$ cat src/rtl/wrr_pkg.sv
// Shared defaults and types for the weighted round-robin credit arbiter.
package wrr_pkg;

    localparam int DEF_NREQ          = 4;
    localparam int BID_W             = 4;
    localparam int DEF_CREDIT_W      = 10;
    localparam int DEF_CREDIT_INIT   = 750;
    localparam int DEF_CREDIT_MAX    = 900;
    localparam int DEF_REFILL_AMT    = 750;
    localparam int DEF_REFILL_PERIOD = 400;

    typedef logic [1:0] req_idx_t;

endpackage

$ cat src/rtl/wrr_credit.sv
// One requester's credit balance: saturating debit on grant, clamped refill.
module wrr_credit
    import wrr_pkg::*;
#(
    parameter int CREDIT_W    = DEF_CREDIT_W,
    parameter int CREDIT_INIT = DEF_CREDIT_INIT,
    parameter int CREDIT_MAX  = DEF_CREDIT_MAX,
    parameter int REFILL_AMT  = DEF_REFILL_AMT
) (
    input  logic                clk,
    input  logic                rst,
    input  logic                i_debit,
    input  logic [BID_W-1:0]    i_bid,
    input  logic                i_refill,
    output logic [CREDIT_W-1:0] o_balance
);

    localparam logic [CREDIT_W:0] L_AMT = (CREDIT_W+1)'(REFILL_AMT);
    localparam logic [CREDIT_W:0] L_MAX = (CREDIT_W+1)'(CREDIT_MAX);

    logic [CREDIT_W-1:0] r_bal;
    logic [CREDIT_W-1:0] w_bid_ext;
    logic [CREDIT_W-1:0] w_after_debit;
    logic [CREDIT_W:0]   w_sum;
    logic [CREDIT_W-1:0] w_next;

    assign w_bid_ext = CREDIT_W'(i_bid);

    // Debit floors at zero; refill is applied on top of the post-debit value.
    assign w_after_debit = !i_debit                ? r_bal :
                           (r_bal >= w_bid_ext)    ? r_bal - w_bid_ext : '0;
    assign w_sum         = {1'b0, w_after_debit} + L_AMT;
    assign w_next        = !i_refill        ? w_after_debit :
                           (w_sum > L_MAX)  ? L_MAX[CREDIT_W-1:0] : w_sum[CREDIT_W-1:0];

    always_ff @(posedge clk or posedge rst) begin
        if (rst) r_bal <= CREDIT_W'(CREDIT_INIT);
        else     r_bal <= w_next;
    end

    assign o_balance = r_bal;

endmodule

$ cat src/rtl/wrr_arbiter.sv
// Credit-weighted round-robin arbiter: one registered grant per cycle, periodic refill.
module wrr_arbiter
    import wrr_pkg::*;
#(
    parameter int NREQ          = DEF_NREQ,
    parameter int CREDIT_W      = DEF_CREDIT_W,
    parameter int CREDIT_INIT   = DEF_CREDIT_INIT,
    parameter int CREDIT_MAX    = DEF_CREDIT_MAX,
    parameter int REFILL_AMT    = DEF_REFILL_AMT,
    parameter int REFILL_PERIOD = DEF_REFILL_PERIOD
) (
    input  logic                     clk,
    input  logic                     rst,
    input  logic [NREQ-1:0]          req,
    input  logic [NREQ*BID_W-1:0]    bid,
    input  logic                     res_ready,
    output logic [NREQ-1:0]          gnt,
    output req_idx_t                 gnt_id,
    output logic                     gnt_valid,
    output logic [NREQ*CREDIT_W-1:0] balance,
    output logic                     refill
);

    localparam int CNT_W = $clog2(REFILL_PERIOD);

    logic [CNT_W-1:0] r_refill_cnt;
    logic             w_refill_edge;
    req_idx_t         r_last;
    logic [NREQ-1:0]  w_afford;
    logic [NREQ-1:0]  w_elig;
    logic [NREQ-1:0]  w_debit;
    logic             w_arb;
    req_idx_t         w_win;
    logic [NREQ-1:0]  r_gnt;
    req_idx_t         r_gnt_id;
    logic             r_gnt_valid;
    logic             r_refill;

    assign w_refill_edge = (r_refill_cnt == CNT_W'(REFILL_PERIOD - 1));

    always_ff @(posedge clk or posedge rst) begin
        if (rst)                r_refill_cnt <= '0;
        else if (w_refill_edge) r_refill_cnt <= '0;
        else                    r_refill_cnt <= r_refill_cnt + 1'b1;
    end

    for (genvar i = 0; i < NREQ; i++) begin : g_req
        assign w_afford[i] = balance[i*CREDIT_W +: CREDIT_W] >= CREDIT_W'(bid[i*BID_W +: BID_W]);
        assign w_debit[i]  = w_arb && (w_win == req_idx_t'(i));

        wrr_credit #(
            .CREDIT_W   (CREDIT_W),
            .CREDIT_INIT(CREDIT_INIT),
            .CREDIT_MAX (CREDIT_MAX),
            .REFILL_AMT (REFILL_AMT)
        ) u_credit (
            .clk      (clk),
            .rst      (rst),
            .i_debit  (w_debit[i]),
            .i_bid    (bid[i*BID_W +: BID_W]),
            .i_refill (w_refill_edge),
            .o_balance(balance[i*CREDIT_W +: CREDIT_W])
        );
    end

    // Starvation guard: if nobody can afford their bid, any requester may win.
    assign w_elig = (|(req & w_afford)) ? (req & w_afford) : req;
    assign w_arb  = res_ready && (|req);

    always_comb begin
        logic     w_found;
        req_idx_t w_idx;
        w_win   = r_last;
        w_found = 1'b0;
        w_idx   = r_last;
        for (int k = 1; k <= NREQ; k++) begin
            w_idx = req_idx_t'((int'(r_last) + k) % NREQ);
            if (!w_found && w_elig[w_idx]) begin
                w_win   = w_idx;
                w_found = 1'b1;
            end
        end
    end

    always_ff @(posedge clk or posedge rst) begin
        if (rst) begin
            r_gnt       <= '0;
            r_gnt_id    <= '0;
            r_gnt_valid <= 1'b0;
            r_last      <= req_idx_t'(NREQ - 1);
            r_refill    <= 1'b0;
        end else begin
            r_gnt       <= w_debit;
            r_gnt_valid <= w_arb;
            r_refill    <= w_refill_edge;
            if (w_arb) begin
                r_gnt_id <= w_win;
                r_last   <= w_win;
            end
        end
    end

    assign gnt       = r_gnt;
    assign gnt_id    = r_gnt_id;
    assign gnt_valid = r_gnt_valid;
    assign refill    = r_refill;

endmodule

$ cat config.mk
export PLATFORM = sky130hd
export DESIGN_NAME = wrr_arbiter
export DESIGN_NICKNAME = d
export VERILOG_FILES = /design/src/rtl/wrr_pkg.sv /design/src/rtl/wrr_credit.sv /design/src/rtl/wrr_arbiter.sv
export SDC_FILE = /design/constraint.sdc
export NUM_CORES = 1
export LEC_CHECK = 0
export ABC_AREA = 1
export CORE_ASPECT_RATIO = 1.2
export CORE_UTILIZATION = 55
export DETAILED_ROUTE_END_ITERATION = 6
export PLACE_DENSITY = 0.89
export SLEW_MARGIN = 20
export SYNTH_ARGS = -nofsm -noshare
export SYNTH_HDL_FRONTEND = slang
export SYNTH_SLANG_ARGS = --single-unit
$ cat constraint.sdc
create_clock -name clk -period 7.1 [get_ports clk]
set_input_delay 0.71 -clock clk [delete_from_list [all_inputs] [get_ports clk]]
set_output_delay 0.71 -clock clk [all_outputs]
set_load 0.1 [all_outputs]
* Word level (Yosys, flattened, before mapping) *
Index checks and enable logic that the tools add are counted.

storage, ports and cells
  logic and storage cells = 87
  bits in registers = 59

operators by class
  $lt $le $gt $ge = 12
  equality and inequality tests = 4
  mux-type cells = 33
  add/subtract/negate cells = 13
  reduce and logical (&&, ||, !) cells = 14
  bitwise operators = 1

operators by type and width
  operator                                                          count
  two-way mux 10 bit                                                16
  adder 10 x 10 -> 11 bit (second input constant)                   4
  greater-than comparator 11 x 10 -> 1 bit (second input constant)  4
  >= comparator 10 x 4 -> 1 bit                                     4
  subtractor 10 x 4 -> 10 bit                                       4
  less-than comparator 2 x 3 -> 1 bit (second input constant)       4
  adder 9 x 1 -> 9 bit (second input constant)                      1
  == test 9 bit (second input constant)                             1
  two-way mux 9 bit                                                 1
  binary-select mux 1 bit (select 2 bit)                            4
  logical AND 1 bit                                                 8
  two-way mux 2 bit                                                 4
  OR reduction 4 bit                                                2
  two-way mux 1 bit                                                 7
  adder 2 x 1 -> 2 bit (second input constant)                      2
  adder 2 bit (second input constant)                               2
  bitwise AND 4 bit                                                 1
  == test 2 bit (second input constant)                             2
  two-way mux 4 bit                                                 1
  zero test 1 bit                                                   3
  == test 2 x 1 -> 1 bit (second input constant)                    1
  zero test 2 bit                                                   1

* Depth between registers and ports, before layout *
Gate-level depths: netlist of run 1.

  word-level depth = 23
  depth in mapped cells = 37
  gate-level depth less buffers = 36

* By module *
Synthesis of run 1 repeated with hierarchy kept, for this count alone.

second synthesis, totals
  cells, all modules = 946
  area, all modules = 6068.3 µm²

modules (own cells, without submodules)
  module       area an instance (µm²)  seq. area each (µm²)  times used  cells each
  wrr_credit   1112.3                  259.0                 4           180
  wrr_arbiter  1619.1                  478.0                 1           226

* Worst setup path before layout of run 1 *
OpenSTA, ideal clock, no wires.

  path type = reg-to-reg
  start = register g_req[0].u_credit.r_bal[0]
  end = register g_req[0].u_credit.r_bal[0]
  setup slack = 2784 ps
  path buffers = 1
  period minus slack after synthesis = 4316 ps
  required time = 6977 ps
  stages on the path, launching flop included = 35
  data arrival time = 4193 ps
  cell sequence = dfrtp_1 -> inv_1 -> ha_1 -> inv_1 -> fa_1 -> nand2_1 -> nand2_1 -> nand2_1 -> nand2_2 -> nor2_4 -> nor2_1 -> nor2_4 -> nand3_1 -> nand3_1 -> nand3_1 -> nand2_2 -> nor2_1 -> nand2_1 -> nand3_2 -> nand2_8 -> buf_8 -> inv_2 -> nand2_4 -> nand2_1 -> nand2_2 -> ha_1 -> nand3_2 -> nand2_2 -> nand2_1 -> nor2_1 -> nor2_1 -> nor2_1 -> nand3_2 -> nand2_4 -> a21oi_2

on the way
  longest elaborated chain between the ends = 23
  elaborated cells between the ends (all ways) = 34

RTL lines
  element                                   line                                 text
  start, declared                           wrr_credit.sv:21                     logic [CREDIT_W-1:0] r_bal;
  start signal, assigned                    wrr_credit.sv:37                     if (rst) r_bal <= CREDIT_W'(CREDIT_INIT);
  start signal, assigned                    wrr_credit.sv:38                     else r_bal <= w_next;
  >= comparator 10 x 4 -> 1 bit             wrr_credit.sv:31, wrr_arbiter.sv:48
  bitwise AND 4 bit                         wrr_arbiter.sv:67                    assign w_elig = (|(req & w_afford)) ? (req & w_afford) : req;
  OR reduction 4 bit                        wrr_arbiter.sv:67
  two-way mux 4 bit                         wrr_arbiter.sv:67
  binary-select mux 1 bit (select 2 bit)    wrr_arbiter.sv:78                    if (!w_found && w_elig[w_idx]) begin
  two-way mux 1 bit (not written as such)   wrr_arbiter.sv:78
  two-way mux 1 bit                         wrr_arbiter.sv:78
  zero test 1 bit                           wrr_arbiter.sv:78
  [8 not listed]                            n/a
  zero test 2 bit                           wrr_arbiter.sv:49                    assign w_debit[i] = w_arb && (w_win == req_idx_t'(i));
  logical AND 1 bit                         wrr_arbiter.sv:49
  two-way mux 10 bit (*)                    wrr_credit.sv:30                     assign w_after_debit = !i_debit ? r_bal :
  adder 10 x 10 -> 11 bit                   wrr_credit.sv:32                     assign w_sum = {1'b0, w_after_debit} + L_AMT;
  greater-than comparator 11 x 10 -> 1 bit  wrr_credit.sv:34                     (w_sum > L_MAX) ? L_MAX[CREDIT_W-1:0] : w_sum[CREDIT_W-1:0];
  two-way mux 10 bit                        wrr_credit.sv:34
  two-way mux 10 bit (*)                    wrr_credit.sv:33                     assign w_next = !i_refill ? w_after_debit :
  named net g_req[0].u_credit.w_next[0]     wrr_credit.sv:25                     logic [CREDIT_W-1:0] w_next;

Mark *: on every way through the listed nets, which the timed path passes. The rest lies on a longest branch. The select of a mux whose other input is x is not followed.
A chain may end at the register's enable or synchronous reset.

* Worst setup path in the final report of run 1 *
  start = input port bid[0]
  end = register g_req[0].u_credit.r_bal[2]

on the way
  longest elaborated chain between the ends = 23
  elaborated cells between the ends (all ways) = 34

RTL lines
  element                                   line                                 text
  start, declared                           wrr_arbiter.sv:15                    input logic [NREQ*BID_W-1:0] bid,
  >= comparator 10 x 4 -> 1 bit             wrr_credit.sv:31, wrr_arbiter.sv:48
  bitwise AND 4 bit                         wrr_arbiter.sv:67
  OR reduction 4 bit                        wrr_arbiter.sv:67
  two-way mux 4 bit                         wrr_arbiter.sv:67
  binary-select mux 1 bit (select 2 bit)    wrr_arbiter.sv:78
  two-way mux 1 bit (not written as such)   wrr_arbiter.sv:78
  two-way mux 1 bit                         wrr_arbiter.sv:78
  zero test 1 bit                           wrr_arbiter.sv:78
  [8 not listed]                            n/a
  zero test 2 bit                           wrr_arbiter.sv:49
  logical AND 1 bit                         wrr_arbiter.sv:49
  two-way mux 10 bit (*)                    wrr_credit.sv:30
  adder 10 x 10 -> 11 bit                   wrr_credit.sv:32
  greater-than comparator 11 x 10 -> 1 bit  wrr_credit.sv:34
  two-way mux 10 bit                        wrr_credit.sv:34
  two-way mux 10 bit (*)                    wrr_credit.sv:33
  named net g_req[0].u_credit.w_next[2]     wrr_credit.sv:25

Marks and branches as above.

==> impl_metrics.tcl, run 1 <==
set metrics [dict create \
    status "complete, no violations" \
    grt_remaining_overflow 0 \
    hp-class "register to register" \
    finalHoldViolCount 0 \
    muxShareOfSynthArea_pct 0 \
    cp.required_ns 7.37 \
    track_usage_pct 27.57 \
    port_buffers 70 \
    cts.sinks 59 \
    drv_slew 0 \
    setup_viol 0 \
    area_growth_pct 17.96 \
    totalWireLength_mm 14.02 \
    core-area_um2 10110 \
    worst_setup_path_start_kind "input port" \
    slowest_delay_ns 0.49 \
    grt_pass1_wl_mm 23.49 \
    period_minus_slack_ns 5.074 \
    min_period_over_period_pct 71.47 \
    die_x_um 95.37 \
    synth_area_um2 5753 \
    synth_nets 899 \
    critPathSlowestCell "clkdlybuf4s50_1" \
    cp-startpoint "bid[0]" \
    clock_path_buffers 2 \
    whs_path_depth 1 \
    fin_tns_setup_ns 0 \
    path_clk_slew_ns 0.05 \
    gp_congestion 0.8824 \
    rr_worst_depth 34 \
    htreeDepth 3 \
    post_synth.cell_area_avg_um2 6.760 \
    cts_tree "yes" \
    synth_top_family_by_area "simple AND/OR/NAND/NOR gates" \
    drc 0 \
    cts_setup_buffers 0 \
    clock_latency_ns 0.34 \
    cts.root.buffer_cell "clkbuf_16" \
    cts_resized 0 \
    layout-drive-gt1-share_pct 20.00 \
    cp_common_cell "nand2_1" \
    path_class "input port to register" \
    synth_compound_area_share_pct 10.16 \
    drv_cap 0 \
    top_level_ports 71 \
    r2r-start "g_req[0].u_credit.o_balance[0]" \
    synthCells 851 \
    synth_edf_count 0 \
    async_reset_ff_share_pct 100.0 \
    worst_pin_slew_ns 0.9938 \
    wl_per_cell_um 13.34 \
    yosysWarningCount 0 \
    rows 40 \
    cts_hold_buf 0 \
    crit_arrival_ns 5.35 \
    die_area_um2 10870 \
    fmax_ghz 0.1971 \
    critPathCaptureType "register" \
    rsz0062_at_grt "false" \
    ant_nets 0 \
    viasPerCell 5.386 \
    fin_util_pct 67.13 \
    start_util_pct 56.91 \
    antenna_found_initial 0 \
    hpwl_mm 10.23 \
    first_pass_iters 5 \
    grt_max_degree 60 \
    yosys.area_share.simple_pct 44.78 \
    synth_fa_ha_area_share_pct 5.959 \
    vias 5661 \
    worstPathMaxFanout 23 \
    diodes 0 \
    relSlewSlack_pct 33.54 \
    drt_iter0_drc 248 \
    ys.flop_type "dfstp_2" \
    synth.distinct_cells 47 \
    worstHoldStart "r_refill_cnt[0]" \
    synth-seq-area-share_pct 26.32 \
    grt_pass1_vias 5434 \
    cts_buffers 9 \
    fp.dieH_um 114.0 \
    ys_seq_elements 59 \
    num-nets-final 968 \
    synthXorXnorAreaFrac_pct 2.131 \
    skew_ns 0.006683 \
]
-- worst paths after layout --
check	endpoint	slack, ns
min in group asynchronous	g_req[2].u_credit.o_balance[0]	0.92
hold reg to reg	r_refill_cnt[0]	0.46
setup / recovery	g_req[0].u_credit.o_balance[2]	2.03
hold / removal	r_refill_cnt[0]	0.46
max in group asynchronous	g_req[1].u_credit.o_balance[8]	5.69
setup reg to reg	g_req[0].u_credit.o_balance[2]	2.42
-- per-stage QoR --
stage	area, um^2	hold WS, ns	setup WS, ns	cells
final	6787	0.4587	2.026	1051
after global routing	6787	0.4881	1.575	1051
after CTS	6787	0.4628	2.066	1051
after detailed placement	6494	0.4564	1.829	1035
after global placement	6494	0.4498	1.969	1035
after floorplan	5753	0.4310	2.784	851
-- state kept, by name, summed over array words and instances (netlist names) --
name	flops
g_req.u_credit.o_balance	40
r_refill_cnt	9
gnt	4
gnt_id	2
r_last	2
gnt_valid	1
refill	1
-- layout by cell type (no fill, tap or decap), drive strengths merged, types with 11 or more instances in the layout --
| master | netlist | routed |
|---|---|---|
| nand3 | 93 | 93 |
| o21ai | 52 | 52 |
| xor2 | 11 | 11 |
| nand4 | 12 | 12 |
| dfrtp | 29 | 29 |
| nor2 | 105 | 105 |
| ha | 21 | 21 |
| dfstp | 30 | 30 |
| inv | 124 | 124 |
| clkbuf | 5 | 15 |
| a21oi | 21 | 21 |
| clkdlybuf4s50 | 0 | 70 |
| nand2 | 288 | 288 |
-- cell usage after synthesis (9+ instances only) --
master / count / share of area, %
nor2_1: 81 / 5.3
dfstp_2: 30 / 14
ha_1: 21 / 4.6
xor2_1: 11 / 1.7
nand3_2: 14 / 2.4
nor3_1: 10 / 0.87
nor2_2: 13 / 1.4
nand2_1: 243 / 16
dfrtp_1: 29 / 13
nand2_4: 9 / 1.8
nand3_1: 77 / 6.7
inv_2: 17 / 1.1
o21ai_2: 18 / 2.7
nand4_1: 12 / 1.3
inv_1: 106 / 6.9
nor2_4: 9 / 1.8
o21ai_1: 10 / 0.87
nand2_2: 35 / 3.8
o21ai_0: 24 / 2.1
a21oi_1: 13 / 1.1
-- worst max-delay path, delay by kind of cell --
| kind | cells | cell delay (ns) |
|---|---|---|
| buffers and inverters | 2 | 0.56 |
| AND/OR/NAND/NOR | 29 | 3.30 |
| adder cells (fa/ha/maj) | 3 | 0.78 |
-- final cells by class --
class	count	area [um^2]
multi-input cells	651	3626
fillers	840	3323
flip-flops and latches	59	1514
repair buffers	72	715.7
inverters	127	480.5
clock buffers	15	287.8
well taps	126	157.7
clock inverters	1	5.005
-- logic make-up (layout without fill, tap and decap cells) --
group,Yosys count,count (layout)
simple gates,525,525
buf+inv,141,215
compound gates,87,87
flops,59,59
fa+ha+maj,25,25
xor+xnor,14,14
-- per-layer routing --
metal	global-route usage [%]	vias to the layer above	routed length (um)
met3	4.733	39	739
met1	32.55	2600	5971
met2	46.76	172	6834
li1	-	2850	-
met5	0	-	0
met4	15.15	0	471
Power of run 1 is not shown: default switching activity piles up to over one toggle a cycle in this logic, so the estimate is an artifact.
==> run 2: changes to the inputs <==
- clock period: 7.1 -> 5.1 ns (I/O delays scaled with it)
==> run 2 against run 1 <==
  * Highest routed layer unchanged
  * Critical path depth is 2 lower
  * Setup slack worse by 1.5 ns
  * Non-clock buffer count is 8 higher
  * Sequential cell count stayed put
  * Die area stayed put
  * Utilization is 0.58 points higher
  * Clock skew is 0.0012 ns lower
  * Largest cell class unchanged
  * Critical endpoint is now g_req[3].u_credit.o_balance[2]
  * Critical path type unchanged
==> impl_metrics.tcl, run 2 (synthesis results as in run 1) <==
set metrics [dict create \
    track_usage_pct 27.17 \
    min_period_over_period_pct 90.02 \
    hpwl_mm 10.39 \
    slowest_delay_ns 0.47 \
    start_util_pct 56.91 \
    hp-class "register to register" \
    critPathCaptureType "register" \
    cts_buffers 9 \
    num-fill-cells 844 \
    finalHoldViolCount 0 \
    worstPathMaxFanout 12 \
    clock_latency_ns 0.33 \
    diodes 0 \
    htreeDepth 3 \
    drt_iter0_drc 264 \
    mostFrequentLayoutCell "nand2_1" \
    use_met1_pct 34.46 \
    status "complete, no violations" \
    whs_path_depth 1 \
    min_to "r_refill_cnt[0]" \
    totalWireLength_mm 13.96 \
    fin_tns_setup_ns 0 \
    setup_viol 0 \
    top_level_ports 71 \
    largest_reg_flops 40 \
    gp_congestion 0.9029 \
    period_minus_slack_ns 4.591 \
    seqCellArea_um2 1514 \
    fmax_ghz 0.2178 \
    clock_path_buffers 2 \
    drv_cap 0 \
    layout-drive-gt1-share_pct 20.79 \
    cp_common_cell "nand2_1" \
    relSlewSlack_pct 33.46 \
    drv_slew 0 \
    critPathSlowestCell "clkdlybuf4s50_1" \
    cts_tree "yes" \
    busiest_layer "met2" \
    drc 0 \
    crit_arrival_ns 4.87 \
    grt_remaining_overflow 0 \
    grt_pass1_wl_mm 23.43 \
    die_x_um 95.37 \
    core-area_um2 10110 \
    r2r-start "g_req[0].u_credit.o_balance[0]" \
    worstHoldStart "r_refill_cnt[0]" \
    grt_pass1_vias 5359 \
    die_area_um2 10870 \
    rows 40 \
    area_growth_pct 18.99 \
    path_class "input port to register" \
    vias 5678 \
    most-common-layout-cells "nand2_1 (243), inv_1 (105), nor2_1 (81)" \
    viasPerCell 5.362 \
    grt_use_met2_pct 45.24 \
    ant_nets 0 \
    place_area_um2 6531 \
    met3_usage_pct 4.133 \
    port_buffers 70 \
    rrSetupSlack_ns 0.70 \
    r2r_end "g_req[3].u_credit.o_balance[2]" \
    num-nets-final 976 \
    fp.dieH_um 114.0 \
    worst_pin_slew_ns 0.9950 \
    antenna_found_initial 0 \
    first_pass_iters 6 \
    worst_setup_path_start_kind "input port" \
    rr_worst_depth 32 \
    grt_max_degree 60 \
    multi_input_area_um2 3626 \
    fin_area_um2 6845 \
    cts.sinks 59 \
    cts.root.buffer_cell "clkbuf_16" \
    skew_ns 0.005513 \
    wl_per_cell_um 13.18 \
    path_clk_slew_ns 0.05 \
    cp.required_ns 5.37 \
]
## run 2: critical path, delay by kind of cell
family	cells	cell delay (ns)
AOI/OAI and AO/OA	2	0.57
and+or+nand+nor	24	2.48
buffers and inverters	3	0.57
adders and majority gates	3	0.75
## run 2: what timing repair did
action,4_1_cts,5_1_grt
setup buffers,0,3
hold buffers,0,0
gates resized for setup,0,2
endpoints found under the hold margin,0,0
endpoints found under the setup margin,0,6
## run 2: layout make-up
| type | count | area share, % |
|---|---|---|
| clock buffer | 10 | 3.345 |
| clock inverter | 6 | 0.8408 |
| inverter | 127 | 7.092 |
| multi-input combinational | 651 | 52.97 |
| sequential | 59 | 22.12 |
| tap | 126 | 2.303 |
| timing repair buffer | 80 | 11.33 |
## run 2: worst max-delay path by stage
| stage | endpoint | cells past startpoint | slack (ns) | from |
|---|---|---|---|---|
| after global placement | g_req[3].u_credit.o_balance[0] | 31 | 0.29 | bid[0] |
| after CTS | g_req[1].u_credit.o_balance[0] | 33 | 0.48 | bid[0] |
| final | g_req[3].u_credit.o_balance[2] | 32 | 0.51 | bid[0] |
| after global routing | g_req[2].u_credit.o_balance[2] | 36 | -0.007 | bid[0] |
| after detailed placement | g_req[2].u_credit.o_balance[2] | 36 | 0.14 | bid[0] |
| after floorplan | g_req[0].u_credit.o_balance[0] | 34 | 0.78 | g_req[0].u_credit.o_balance[0] |
## run 2: metrics by stage
stage	utilization, %	instances	hold slack, ns	worst slack, ns
after global placement	64.60	1040	0.4494	0.2900
final	67.71	1059	0.4727	0.5089
after floorplan	-	851	0.4310	0.7842
after detailed placement	64.60	1040	0.4698	0.1444
after CTS	67.44	1056	0.4771	0.4805
after global routing	67.71	1059	0.4983	-0.007445
## run 2: layer usage
metal  vias up  part of all wire, %
li1       2860                    -
met1      2602                   43
met2       175                   48
met3        41                  5.5
met4         0                  2.9
met5         -                    0
Power of run 2 is left out for the same reason.
==> run 3: changes to the inputs <==
- ABC_AREA: 1 -> 0
- GPL_ROUTABILITY_DRIVEN: not set -> 0
- PLACE_DENSITY: 0.89 -> 0.9
==> run 3 against run 2 <==
  * The run now fails in 5_1_grt
  * Area after synthesis decreased by 5.2%
  * Synthesized cell count fell by 20%
==> impl_metrics.tcl, run 3 <==
set metrics [dict create \
    top_level_ports 71 \
    rows 39 \
    htreeDepth 3 \
    synth-seq-area-share_pct 27.77 \
    synth_edf_count 0 \
    synth.top_cells.by_count "nand2_1 (73), nor2_1 (73), a21oi_1 (44), inv_1 (42), o21ai_0 (35)" \
    port_buffers 70 \
    clock_path_buffers 2 \
    synth_nets 732 \
    die_x_um 92.90 \
    yosys.area.top_type "dfstp_2" \
    cts.sinks 59 \
    status "did not finish" \
    synthCells 684 \
    stop_error "[ERROR DPL-0038] Utilization greater than 100%, impossible to legalize" \
    cts.root.buffer_cell "clkbuf_16" \
    grt_worst_setup_endpoint "g_req[2].u_credit.o_balance[5]$_DFF_PP1_/D" \
    yosysWarningCount 0 \
    yosysTopAreaCellShare_pct 14.46 \
    post_synth.cell_area_avg_um2 7.972 \
    synth_area_um2 5453 \
    fp.dieH_um 111.1 \
    worst-ep-kind "sequential cell input" \
    grt_max_degree 38 \
    cts_buffers 9 \
    async_reset_ff_share_pct 100.0 \
    stop_stage "5_1_grt" \
    ys.flop_type "dfstp_2" \
    ys_seq_elements 59 \
    cts_hold_buf 0 \
    synth.distinct_cells 81 \
    hpwl_mm 13.60 \
    start_util_pct 57.01 \
    netlist_top_cells_area "dfstp_2 (14%), dfrtp_1 (13%), nand2_1 (5.0%)" \
]
[run 3: cell types whose count changed after synthesis, moves of 24 or more]
| cell | change |
|---|---|
| inv_1 | -64 |
| nand3_1 | -45 |
| nand2_2 | -34 |
| mux2i_1 | +24 |
| a21oi_1 | +31 |
| nand2_1 | -170 |
[run 3: cells by family after synthesis]
| family | Yosys count | share of synthesized area, % |
|---|---|---|
| AO/OA/AOI/OAI | 208 | 27.01 |
| XOR/XNOR | 20 | 3.213 |
| adder cells (fa/ha/maj) | 25 | 6.287 |
| buffers and inverters | 64 | 4.589 |
| flip-flops | 59 | 27.77 |
| multiplexers | 35 | 6.677 |
| AND/OR/NAND/NOR | 273 | 24.46 |
[run 3: what timing repair did]
| item | CTS |
|---|---|
| buffers inserted | 41 |
| setup endpoints to repair | 35 |
| pin swaps | 69 |
| gates resized for setup | 90 |
| hold endpoints to repair | 0 |
[run 3: per-stage QoR]
stage	cells	setup slack [ns]	cell area [um^2]	utilization, %	hold WS (ns)
after detailed placement	1016	-0.8775	7576	79.21	0.4589
after global placement	1016	-0.4918	7576	79.21	0.4366
after floorplan	684	-0.3471	5613	-	0.4251
after CTS	1072	-0.1060	8556	89.46	0.4659
==> run 4: changes to the inputs <==
- CORE_ASPECT_RATIO: 1.2 -> not set
- CORE_UTILIZATION: 55 -> 40
- PLACE_DENSITY: 0.9 -> not set
- PLACE_DENSITY_LB_ADDON: not set -> 0.15
==> run 4 against run 3 <==
  * Synthesized cell count unchanged
  * Area after synthesis unchanged
  * The flow now finishes, with violations (negative setup slack)
==> impl_metrics.tcl, run 4 <==
set metrics [dict create \
    clock_path_buffers 2 \
    hp-class "register to register" \
    violations "negative setup slack" \
    final.setup.worst_slack_ns -0.1219 \
    grt_pass1_vias 6345 \
    cts_hold_buf 0 \
    hpwl_mm 13.09 \
    core-area_um2 13240 \
    ys_seq_elements 59 \
    area_growth_pct 60.44 \
    mostFrequentLayoutCell "buf_4" \
    post_synth.cell_area_avg_um2 7.972 \
    period_minus_slack_ns 5.222 \
    vias 6398 \
    wl_per_cell_um 16.35 \
    die_x_um 118.8 \
    grt_remaining_overflow 0 \
    finalHoldViolCount 0 \
    fp.dieH_um 118.8 \
    totalWireLength_mm 18.56 \
    netlist_top_cells_area "dfstp_2 (14%), dfrtp_1 (13%), nand2_1 (5.0%)" \
    rows 42 \
    synth_edf_count 0 \
    status "finished, violations left" \
    cts.root.buffer_cell "clkbuf_16" \
    synthCells 684 \
    yosys.area.top_type "dfstp_2" \
    synth.distinct_cells 81 \
    rsz0062_at_grt "true" \
    cts_tree "yes" \
    pre_cts_ws_ns -0.7414 \
    track_usage_pct 26.49 \
    relSlewSlack_pct 34.56 \
    largest_reg_flops 40 \
    diodes 0 \
    fin_tns_setup_ns -0.9382 \
    path_clk_slew_ns 0.05 \
    synth-seq-area-share_pct 27.77 \
    ant_nets 0 \
    cp.required_ns 5.36 \
    yosysWarningCount 0 \
    most-common-layout-cells "buf_4 (204), nor2_1 (71), nand2_1 (70)" \
    port_buffers 70 \
    drv_cap 0 \
    path_delay_family "compound AO/OA/AOI/OAI gates" \
    skew_ns 0.005822 \
    htreeDepth 3 \
    viasPerCell 5.637 \
    yosysTopAreaCellShare_pct 14.46 \
    grt_pass1_wl_mm 30.17 \
    antenna_found_initial 0 \
    multi_input_area_um2 4213 \
    num-nets-final 1002 \
    start_util_pct 41.18 \
    grt_max_degree 40 \
    cp_common_cell "buf_4" \
    slowest_delay_ns 0.45 \
    die_area_um2 14100 \
    drc 0 \
    critPathCaptureType "register" \
    first_pass_iters 4 \
    cts.sinks 59 \
    seqCellArea_um2 1534 \
    setup_viol 12 \
    clock_latency_ns 0.35 \
    drt_iter0_drc 394 \
    cts_buffers 9 \
    ys.flop_type "dfstp_2" \
    top_level_ports 71 \
    synth_nets 732 \
    crit_arrival_ns 5.49 \
    crit_buf_inv 9 \
    num-fill-cells 1081 \
    worst_setup_path_start_kind "input port" \
    critPathSlowestCell "clkdlybuf4s50_1" \
    async_reset_ff_share_pct 100.0 \
    fmax_ghz 0.1915 \
    worst_pin_slew_ns 0.9785 \
    drv_slew 0 \
    min_period_over_period_pct 102.4 \
    layout-drive-gt1-share_pct 38.89 \
    path_class "input port to register" \
    synth.top_cells.by_count "nand2_1 (73), nor2_1 (73), a21oi_1 (44), inv_1 (42), o21ai_0 (35)" \
    worstPathMaxFanout 5 \
    synth_area_um2 5453 \
]
[run 4: cell counts after synthesis]
Identical to the previous run, type by type.
[run 4: final cells by class]
| type | count | area share [%] |
|---|---|---|
| clock buffer | 12 | 2.818 |
| clock inverter | 4 | 0.8438 |
| inverter | 43 | 1.931 |
| multi-input combinational | 561 | 48.16 |
| sequential | 59 | 17.53 |
| tap | 176 | 2.517 |
| timing repair buffer | 280 | 26.20 |
[run 4: final timing paths]
kind                                                     start                              to  slack [ns]  cells past startpoint
worst max register to register  g_req[0].u_credit.o_balance[0]  g_req[0].u_credit.o_balance[6]       -0.11                     29
worst max-delay path                                    bid[2]  g_req[0].u_credit.o_balance[6]       -0.12                     25
worst min register to register                 r_refill_cnt[0]                 r_refill_cnt[0]        0.46                      1
min in group asynchronous                                  rst                 r_refill_cnt[0]        0.65                      2
max in group asynchronous                                  rst  g_req[2].u_credit.o_balance[2]        3.59                      3
worst min-delay path                           r_refill_cnt[0]                 r_refill_cnt[0]        0.46                      1
[run 4: repair_timing]
| item | CTS | global route |
|---|---|---|
| endpoints found under the setup margin | 31 | 33 |
| pin swaps | 55 | 21 |
| buffers inserted | 23 | 10 |
| hold endpoints to repair | 0 | 0 |
| resized for setup | 64 | 32 |
[run 4: metal layers]
layer | track usage [%] | vias to the layer above | share of wire (%)
met5 | 0 | - | 0
met4 | 9.968 | 0 | 2.5
met3 | 3.137 | 33 | 4.2
met2 | 45.25 | 169 | 49
met1 | 34.11 | 3122 | 45
li1 | - | 3074 | -
[run 4: cell families (layout without fill, tap and decap cells)]
| kind of cell | after synthesis | after routing | share of synthesized area [%] |
|---|---|---|---|
| and+or+nand+nor | 273 | 273 | 24.46 |
| AOI/OAI and AO/OA | 208 | 208 | 27.01 |
| buffers and inverters | 64 | 339 | 4.589 |
| DFF | 59 | 59 | 27.77 |
| muxes | 35 | 35 | 6.677 |
| adders and majority gates | 25 | 25 | 6.287 |
| xor gates and xnor gates | 20 | 20 | 3.213 |
[run 4: stage by stage]
step | instance area, um^2 | hold WS (ns) | util (%) | cells
after floorplan | 5613 | 0.4251 | - | 684
after global placement | 7777 | 0.4444 | 58.73 | 1087
after detailed placement | 7777 | 0.4602 | 58.73 | 1087
after CTS | 8502 | 0.4671 | 64.20 | 1125
after global routing | 8748 | 0.5058 | 66.06 | 1135
final | 8748 | 0.4645 | 66.06 | 1135
Power of run 4 is left out for the same reason.
